<file path="src/rtl/yfport_pkg.sv">
// Shared constants for the yfport I/O responder: opcodes, p2 field layout, reset word.
package yfport_pkg;

    typedef enum logic [2:0] {
        OP_NOP       = 3'd0,
        OP_PUSH      = 3'd1,
        OP_POP       = 3'd2,
        OP_PEEK      = 3'd3,
        OP_CLEAR     = 3'd4,
        OP_TIMER_LO  = 3'd5,
        OP_TIMER_HI  = 3'd6,
        OP_TIMER_CLR = 3'd7
    } op_e;

    localparam int P2_ACK     = 15;
    localparam int P2_ERR     = 14;
    localparam int P2_FULL    = 13;
    localparam int P2_EMPTY   = 12;
    localparam int P2_CNT_HI  = 11;
    localparam int P2_CNT_LO  = 8;
    localparam int P2_DATA_HI = 7;
    localparam int P2_DATA_LO = 0;

    localparam int CNT_W = 4;

    localparam logic [15:0] P2_RST = 16'h1000;

endpackage

</file>
<file path="src/rtl/yfport_fifo.sv">
// Byte FIFO for yfport: DEPTH entries, wrapping pointers plus a separate occupancy count.
module yfport_fifo
    import yfport_pkg::*;
#(
    parameter int DEPTH = 8
) (
    input  logic             clk,
    input  logic             rst,
    input  logic             push,
    input  logic             pop,
    input  logic             clear,
    input  logic [7:0]       wdata,
    output logic [7:0]       head,
    output logic             full,
    output logic             empty,
    output logic [CNT_W-1:0] count
);

    localparam int PTR_W = $clog2(DEPTH);

    logic [7:0]       mem_q [DEPTH];
    logic [7:0]       mem_d [DEPTH];
    logic [PTR_W-1:0] head_q, head_d;
    logic [PTR_W-1:0] tail_q, tail_d;
    logic [CNT_W-1:0] count_q, count_d;

    assign full  = (count_q == CNT_W'(DEPTH));
    assign empty = (count_q == '0);
    assign count = count_q;
    assign head  = mem_q[head_q];

    // Caller issues at most one of push/pop/clear per cycle; guards make misuse harmless.
    always_comb begin
        mem_d   = mem_q;
        head_d  = head_q;
        tail_d  = tail_q;
        count_d = count_q;
        if (clear) begin
            head_d  = '0;
            tail_d  = '0;
            count_d = '0;
        end else if (push && !full) begin
            mem_d[tail_q] = wdata;
            tail_d        = tail_q + 1'b1;
            count_d       = count_q + 1'b1;
        end else if (pop && !empty) begin
            head_d  = head_q + 1'b1;
            count_d = count_q - 1'b1;
        end
    end

    always_ff @(posedge clk) begin
        if (rst) begin
            head_q  <= '0;
            tail_q  <= '0;
            count_q <= '0;
        end else begin
            head_q  <= head_d;
            tail_q  <= tail_d;
            count_q <= count_d;
        end
    end

    always_ff @(posedge clk) begin
        mem_q <= mem_d;
    end

endmodule

</file>
<file path="src/rtl/yfport.sv">
// yfport: toggle-handshake port responder with byte FIFO and cycle timer.
// Timer, snapshot and opcodes 5-7 are built only when YFPORT_TIMER_EN is defined.
module yfport
    import yfport_pkg::*;
#(
    parameter int DEPTH = 8
) (
    input  logic        clk,
    input  logic        rst,
    input  logic [15:0] p1,
    output logic [15:0] p2
);

    logic [15:0]      p1_q, p1_d;
    logic             ack_q, ack_d;
    logic             err_q, err_d;
    logic [7:0]       data_q, data_d;
    logic             primed_q, primed_d;
    logic             fifo_push, fifo_pop, fifo_clear;
    logic [7:0]       fifo_head;
    logic             fifo_full, fifo_empty;
    logic [CNT_W-1:0] fifo_count;
    op_e              op;
    logic [3:0]       unused_rsvd;

`ifdef YFPORT_TIMER_EN
    logic [15:0] timer_q, timer_d;
    logic [7:0]  snap_q, snap_d;
`endif

    assign op          = op_e'(p1_q[14:12]);
    assign unused_rsvd = p1_q[11:8];

    yfport_fifo #(.DEPTH(DEPTH)) u_fifo (
        .clk   (clk),
        .rst   (rst),
        .push  (fifo_push),
        .pop   (fifo_pop),
        .clear (fifo_clear),
        .wdata (p1_q[7:0]),
        .head  (fifo_head),
        .full  (fifo_full),
        .empty (fifo_empty),
        .count (fifo_count)
    );

    always_comb begin
        p1_d       = p1;
        primed_d   = 1'b1;
        ack_d      = ack_q;
        err_d      = err_q;
        data_d     = data_q;
        fifo_push  = 1'b0;
        fifo_pop   = 1'b0;
        fifo_clear = 1'b0;
`ifdef YFPORT_TIMER_EN
        timer_d    = timer_q + 16'd1;
        snap_d     = snap_q;
`endif
        // Priming adopts the toggle level p1_q is about to hold, so a held request bit is not a command.
        if (!primed_q) begin
            ack_d = p1[15];
        end else if (p1_q[15] != ack_q) begin
            ack_d  = p1_q[15];
            err_d  = 1'b0;
            data_d = 8'h00;
            case (op)
                OP_NOP: ;
                OP_PUSH: begin
                    if (fifo_full) err_d = 1'b1;
                    else           fifo_push = 1'b1;
                end
                OP_POP: begin
                    if (fifo_empty) begin
                        err_d = 1'b1;
                    end else begin
                        data_d   = fifo_head;
                        fifo_pop = 1'b1;
                    end
                end
                OP_PEEK: begin
                    if (fifo_empty) err_d  = 1'b1;
                    else            data_d = fifo_head;
                end
                OP_CLEAR: fifo_clear = 1'b1;
`ifdef YFPORT_TIMER_EN
                OP_TIMER_LO: begin
                    data_d = timer_q[7:0];
                    snap_d = timer_q[15:8];
                end
                OP_TIMER_HI: data_d = snap_q;
                OP_TIMER_CLR: begin
                    timer_d = 16'd0;
                    snap_d  = 8'd0;
                end
`else
                OP_TIMER_LO, OP_TIMER_HI, OP_TIMER_CLR: err_d = 1'b1;
`endif
                default: err_d = 1'b1;
            endcase
        end
    end

    always_ff @(posedge clk) begin
        if (rst) begin
            p1_q     <= '0;
            ack_q    <= 1'b0;
            err_q    <= 1'b0;
            data_q   <= 8'h00;
            primed_q <= 1'b0;
        end else begin
            p1_q     <= p1_d;
            ack_q    <= ack_d;
            err_q    <= err_d;
            data_q   <= data_d;
            primed_q <= primed_d;
        end
    end

`ifdef YFPORT_TIMER_EN
    always_ff @(posedge clk) begin
        if (rst) begin
            timer_q <= '0;
            snap_q  <= '0;
        end else begin
            timer_q <= timer_d;
            snap_q  <= snap_d;
        end
    end
`endif

    // Status fields come straight from the FIFO's own registers, so they track the live state.
    always_comb begin
        p2                           = '0;
        p2[P2_ACK]                   = ack_q;
        p2[P2_ERR]                   = err_q;
        p2[P2_FULL]                  = fifo_full;
        p2[P2_EMPTY]                 = fifo_empty;
        p2[P2_CNT_HI:P2_CNT_LO]      = fifo_count;
        p2[P2_DATA_HI:P2_DATA_LO]    = data_q;
    end

endmodule

</file>
<file path="config.mk">
export PLATFORM = sky130hd
export DESIGN_NAME = yfport
export DESIGN_NICKNAME = d
export VERILOG_FILES = /design/src/rtl/yfport_pkg.sv /design/src/rtl/yfport_fifo.sv /design/src/rtl/yfport.sv
export SDC_FILE = /design/constraint.sdc
export NUM_CORES = 1
export LEC_CHECK = 0
export CAP_MARGIN = 20
export CORE_MARGIN = 4
export CORE_UTILIZATION = 56
export DETAILED_ROUTE_END_ITERATION = 6
export GPL_TIMING_DRIVEN = 0
export PLACE_DENSITY = 0.78
export SLEW_MARGIN = 40
export SYNTH_ARGS = -nofsm -noshare
export SYNTH_HDL_FRONTEND = slang
export SYNTH_SLANG_ARGS = --single-unit
</file>
<file path="constraint.sdc">
create_clock -name clk -period 3 [get_ports clk]
set_input_delay 0.6 -clock clk [delete_from_list [all_inputs] [get_ports clk]]
set_output_delay 0.6 -clock clk [all_outputs]
set_load 0.02 [all_outputs]
</file>
# ---- After elaboration in Yosys (flattened, before gate mapping)
# Cells that the tools add are included.
dict set report totals {
  reg_bits 101
  output_inout_bits 16
  wordCells 77
}
dict set report classes {
  add_sub_neg 4
  order_cmp 3
  n_eq_ne 10
  n_mux 27
  bitwise_logic 4
  reduce_logical 13
}
# operator count
set op_table {}
lappend op_table {{64-bit bitwise mux} 1}
lappend op_table {{8-bit two-way mux} 5}
lappend op_table {{8-bit binary-select mux with 3-bit select} 1}
lappend op_table {{8-bit demux with 3-bit select} 1}
lappend op_table {{1-bit two-way mux} 16}
lappend op_table {{3-bit == test, second input constant} 4}
lappend op_table {{4-bit greater-or-equal comparator, second input constant} 2}
lappend op_table {{4-bit two-way mux} 2}
lappend op_table {{3-bit inverter with 4-bit output} 2}
lappend op_table {{3-bit by 1-bit adder with 3-bit output, second input constant} 2}
lappend op_table {{3-bit by 2-bit == test with 1-bit output, second input constant} 2}
lappend op_table {{2-bit AND reduction} 3}
lappend op_table {{4-bit by 1-bit adder with 4-bit output, second input constant} 1}
lappend op_table {{4-bit == test, second input constant} 1}
lappend op_table {{4-bit logical NOT} 1}
lappend op_table {{4-bit by 1-bit < comparator with 1-bit output, second input constant} 1}
lappend op_table {{2-bit OR reduction} 2}
lappend op_table {{4-bit by 1-bit subtractor with 4-bit output, second input constant} 1}
lappend op_table {{3-bit by 1-bit == test with 1-bit output, second input constant} 1}
lappend op_table {{1-bit logical AND} 3}
lappend op_table {{1-bit case mux with 3 select lines} 1}
lappend op_table {{3-bit OR reduction} 1}
lappend op_table {{1-bit logical NOT} 2}
lappend op_table {{2-bit by 1-bit inequality test with 1-bit output, second input constant} 1}
lappend op_table {{other kinds (3)} 4}

# ---- Logic depth before layout (Yosys ltp)
dict set report depth {
  ltp_word 8
  depth_mapped 9
}

# ---- By module
# A second synthesis with hierarchy kept.
dict set report unflattened {
  cells_unflattened 251
  area_unflattened_um2 3950.0
}
# module n_inst cells_per_inst area_each_um2 seq_area_each_um2
set modules_own_cells {}
lappend modules_own_cells {yfport_fifo 1 167 3108.0 2122.0}
lappend modules_own_cells {yfport 1 84 842.1 460.4}

# ---- Least setup slack after synthesis
# OpenSTA, ideal clock, no wires.
dict set report synth_timing {
  path_kind {register to register}
  startpoint {register u_fifo.count_q[0] (netlist: u_fifo.count[0])}
  endpoint {register u_fifo.mem_q[56] (netlist bit) (enable)}
  setup_ns 0.398
  arrival_ns 2.147
  t_required_ns 2.602
  path_slack_ns 0.456
  stages_incl_launch_ff 5
  n_path_buf 0
  synth_period_minus_slack_ns 2.544
  cell_sequence {dfxtp_1 nor4b_4 nor3b_4 nand2_2 nor4b_1}
}
dict set report synth_between {
  elab_chain_cells 7
  elab_cells_between_ends 8
  cone_classes {1 x eq/ne; 4 x mux; 3 x reduce/logical}
}
# item line
set synth_lines {}
lappend synth_lines {{from (decl)} yfport_fifo.sv:25} ;# logic [CNT_W-1:0] count_q, count_d;
lappend synth_lines {{from (signal assigned)} yfport_fifo.sv:60} ;# count_q <= count_d;
lappend synth_lines {{4-bit == test (*)} yfport_fifo.sv:27} ;# assign full = (count_q == CNT_W'(DEPTH));
lappend synth_lines {{named net fifo_full} yfport.sv:21} ;# logic fifo_full, fifo_empty;
lappend synth_lines {{1-bit two-way mux} yfport.sv:70} ;# if (fifo_full) err_d = 1'b1;
lappend synth_lines {{1-bit two-way mux} yfport.sv:67} ;# case (op)
lappend synth_lines {{1-bit two-way mux} yfport.sv:63} ;# end else if (p1_q[15] != ack_q) begin
lappend synth_lines {{1-bit two-way mux} yfport.sv:61} ;# if (!primed_q) begin
lappend synth_lines {{1-bit logical AND (*)} yfport_fifo.sv:42} ;# end else if (push && !full) begin
lappend synth_lines {{2-bit AND reduction (no line) (*)} -}
lappend synth_lines {{to (signal assigned)} yfport_fifo.sv:65} ;# mem_q <= mem_d;
lappend synth_lines {{to (decl)} yfport_fifo.sv:21} ;# logic [7:0] mem_q [DEPTH];
# Mark *: on every way through the listed nets, which the timed path passes. The rest lies on a longest branch.
# A chain may end at the register's enable or synchronous reset.

# ---- Worst setup path after layout
dict set report layout_timing {
  startpoint {register u_fifo.count_q[0] (netlist: u_fifo.count[0])}
  endpoint {output p2[12]}
}
dict set report layout_between {
  elab_chain_cells 1
}
# item line
set layout_lines {}
lappend layout_lines {{4-bit logical NOT} yfport_fifo.sv:28} ;# assign empty = (count_q == '0);
lappend layout_lines {{to (decl)} yfport.sv:11} ;# output logic [15:0] p2
# Every way passes these cells.

==> impl_results.md <==
- Area growth from synthesis to layout: 18.4%
- Pin count of the biggest net entering global routing: 19
- Number of enable flip-flop cells after synthesis: 64
- Vias in the first global route: 2,054
- Final GP Congestion: 0.774
- Root buf cell: sky130_fd_sc_hd__clkbuf_8
- Clock Skews: 0.0129 ns
- Setup repair after global routing missed its margin: false
- Slew margin rel.: 0.493
- CTS tree: done
- Path type of the worst min-delay path: flip-flop to flip-flop
- Synth Cell Area: 3780 um^2
- CTS H-Tree Depth: 3
- Flip-flop and latch count after synthesis: 97
- Per-instance average area after synthesis: 16.2 um^2
- Topmost layer with routed signal wires: met4
- Type of the worst setup path: flip-flop to output pin
- Cells traversed along the worst timing path: nor4_2 > buf_4 > clkdlybuf4s50_1
- Later-pin clock latency in the skew report: 0.36 ns
- Met3 WL post-DR: 319 um
- Post-CTS Hold Fix Bufs: 0
- Largest vdd supply drop: 0.404 mV
- Largest fanout on the critical path: 7
- Final worst-path cycle share: 0.876
- Count of boundary I/O pins: 34
- DRC viols: 0
- Crit start category: flip-flop
- Final worst-path setup slack: 0.371 ns
- Post-detailed-routing wire length: 6940 um
- Antenna fix cells: 0
- Avg WL per Cell: 19.2 um
- Core area: 6460 um^2
- Post-cts sizing count: 0
- Final-report max-slew violation count: 0
- Number of optimization iterations in the first detailed-route pass: 4
- Count of port buffers added during placement: 29
- Nets in the synthesized netlist: 256
- Post-layout min period: 2.63 ns
- Cell count after synthesis: 233
- Highest clock rate: 0.380 GHz
- Detailed Route Iter0 Violations: 90
- Minimum setup slack among reg-to-reg paths: 0.40 ns
- Fraction of registers with async set/reset: 0
- Routed wire length on met2: 3580 um
- Total Power Consumption: 2370 uW
- Via density: 5.71
- Global-route wire length before repair: 11,000 um
- Max-capacitance violation count: 0
- Die outline width: 90.2 um
- Power per cell area: 529 nW/um^2
- Finish-stage setup viols: 0
- Worst path buffer plus inverter count: 2
- Worst hold margin: 0.461 ns
- Via total after detailed routing: 2,066
- Ys flop type: sky130_fd_sc_hd__edfxtp_1
- Static Leak: 0.00149 uW
- Number of placement rows: 29
- Routed met1 length: 2960 um
- Max stage delay on crit path: 0.59 ns
- Layout Nets: 303
- Post-detail-place hpwl: 4870 um
- Number of endpoints with negative hold slack in the final report: 0
- Type of destination of the critical path: output pin
- Result of the run: finished clean
- Initial antenna violation count: 0
- Fraction of layout cells with a size suffix above 1: 0.232
- Crit-path leading delay family: buffers and inverters
- GR Util All Layers: 0.181
- Post-layout util: 0.693
- Number of buffers on the longest clock path: 2
- Slowest-stage cell, CP: sky130_fd_sc_hd__clkdlybuf4s50_1
- Critical path arrival: 2.03 ns
- Cts bufs inserted: 9
- Fraction of the yosys area taken by sequential cells: 0.683
- Dpl ws: 0.449 ns
- Post-synth cell types: 41
- Die outline area: 8130 um^2
- Post-CTS setup-driven buffer insertion count: 0
- Initial standard-cell utilization of the core: 0.585
- Floorplan die height: 90.2 um
- Leftover overflow at the end of global routing: 0
- Remaining antenna violation count after routing: 0
- CTS sink count: 97
- Tightest Pin Transition: 0.761 ns
- Total number of yosys warnings: 0
- Required time at the worst-slack endpoint: 2.40 ns
- Clock transition at path regs: 0.10 ns
==> area by class of cell <==
| cell class | instances | area (um^2) |
|---|---|---|
| clock buffers | 10 | 138 |
| repair buffers | 36 | 328 |
| fillers | 449 | 1980 |
| well taps | 77 | 96.3 |
| inverters | 1 | 3.75 |
| multi-input cells | 125 | 1200 |
| clock inverters | 6 | 62.6 |
| plain buffers | 10 | 61.3 |
| flip-flops and latches | 97 | 2580 |
==> cell usage in the layout, fill, tap and decap left out, types with 2 or more instances in the layout <==
| cell type | synthesis | routed |
|---|---|---|
| sky130_fd_sc_hd__nand2_1 | 11 | 11 |
| sky130_fd_sc_hd__xnor2_1 | 2 | 2 |
| sky130_fd_sc_hd__buf_4 | 6 | 7 |
| sky130_fd_sc_hd__mux4_2 | 16 | 16 |
| sky130_fd_sc_hd__nor2b_1 | 12 | 12 |
| sky130_fd_sc_hd__edfxtp_1 | 64 | 64 |
| sky130_fd_sc_hd__mux2i_1 | 12 | 12 |
| sky130_fd_sc_hd__clkinv_4 | 0 | 3 |
| sky130_fd_sc_hd__clkbuf_1 | 2 | 2 |
| sky130_fd_sc_hd__clkbuf_8 | 0 | 10 |
| sky130_fd_sc_hd__ha_1 | 4 | 4 |
| sky130_fd_sc_hd__nor3_1 | 4 | 2 |
| sky130_fd_sc_hd__nor4b_4 | 1 | 2 |
| sky130_fd_sc_hd__a21oi_1 | 4 | 3 |
| sky130_fd_sc_hd__clkdlybuf4s50_1 | 0 | 29 |
| sky130_fd_sc_hd__nor3b_2 | 2 | 2 |
| sky130_fd_sc_hd__nor3_4 | 0 | 2 |
| sky130_fd_sc_hd__buf_2 | 1 | 7 |
| sky130_fd_sc_hd__o21ai_2 | 2 | 2 |
| sky130_fd_sc_hd__dfxtp_1 | 33 | 33 |
| sky130_fd_sc_hd__xor2_1 | 6 | 6 |
| sky130_fd_sc_hd__nand3_1 | 5 | 5 |
| sky130_fd_sc_hd__nor2_1 | 15 | 14 |
| sky130_fd_sc_hd__nor4_2 | 1 | 3 |
| sky130_fd_sc_hd__o21ai_0 | 9 | 9 |
| sky130_fd_sc_hd__nor2_2 | 1 | 2 |
==> routing by layer <==
| metal | global-route usage | vias up |
|---|---|---|
| met1 | 0.235 | 1032 |
| met3 | 0.0409 | 8 |
| met5 | 0 | - |
| met4 | 0.0574 | 0 |
| li1 | - | 975 |
| met2 | 0.303 | 51 |
==> final timing paths <==
check / cells after the start / to / from
worst min-delay path: 2 / data_q[6] / data_q[6]
worst max-delay path: 3 / p2[12] / u_fifo.count[0]
worst max register to register: 9 / u_fifo.count[3] / u_fifo.count[0]
worst min register to register: 2 / data_q[6] / data_q[6]
==> cells in the mapped netlist (2+ instances only) <==
cell | number | area [um^2]
sky130_fd_sc_hd__nor3_1 | 4 | 20.0
sky130_fd_sc_hd__xnor2_1 | 2 | 17.5
sky130_fd_sc_hd__edfxtp_1 | 64 | 1920
sky130_fd_sc_hd__ha_1 | 4 | 50.1
sky130_fd_sc_hd__o21ai_0 | 9 | 45.0
sky130_fd_sc_hd__nor2_1 | 15 | 56.3
sky130_fd_sc_hd__xor2_1 | 6 | 52.6
sky130_fd_sc_hd__clkbuf_1 | 2 | 7.51
sky130_fd_sc_hd__nand3_1 | 5 | 25.0
sky130_fd_sc_hd__o21ai_2 | 2 | 17.5
sky130_fd_sc_hd__nand2_1 | 11 | 41.3
sky130_fd_sc_hd__mux2i_1 | 12 | 120
sky130_fd_sc_hd__mux4_2 | 16 | 360
sky130_fd_sc_hd__dfxtp_1 | 33 | 661
sky130_fd_sc_hd__nor2b_1 | 12 | 75.1
sky130_fd_sc_hd__a21oi_1 | 4 | 20.0
sky130_fd_sc_hd__buf_4 | 6 | 45.0
sky130_fd_sc_hd__nor4_1 | 2 | 12.5
sky130_fd_sc_hd__nor3b_2 | 2 | 25.0
==> metrics by stage <==
stage | cell area, um^2 | instances | setup TNS [ns]
4_1_cts | 4460 | 362 | 0
3_3_place_gp | 4170 | 339 | -8.39
5_1_grt | 4480 | 362 | 0
6_report | 4480 | 362 | 0
3_5_place_dp | 4260 | 346 | 0
2_1_floorplan | 3780 | 233 | 0
==> sequential cells by signal (all words and copies together) (netlist names) <==
register       cells
u_fifo.count       4
u_fifo.mem_q      64
u_fifo.tail_q      3
err_q              1
u_fifo.head_q      3
p1_q              12
data_q             8
ack_q              1
primed_q           1
==> logic make-up (layout without fill, tap and decap cells) <==
group	Yosys count	in the layout	share of synthesized area
AO/OA/AOI/OAI	21	21	0.0334
XOR/XNOR	8	8	0.0185
adder cells (fa/ha/maj)	5	5	0.0185
buffers and inverters	11	63	0.0172
flip-flops	97	97	0.683
multiplexers	28	28	0.127
AND/OR/NAND/NOR	63	63	0.102
==> worst min-delay path, stage by stage (launching register included) <==
cell and delay, ns:
sky130_fd_sc_hd__dfxtp_1 0.34, sky130_fd_sc_hd__nand2_1 0.04, sky130_fd_sc_hd__o21ai_0 0.05
==> report_power, final <==
part / leakage, uW / switching (uW) / total, uW / internal [uW]
Combinational: 0.000527 / 41.3 / 85.3 / 44.0
Sequential: 0.000859 / 20.2 / 1450 / 1430
Clock: 0.000102 / 483 / 827 / 344
Total: 0.00149 / 544 / 2370 / 1820
Power figures use the tool's default switching activity.
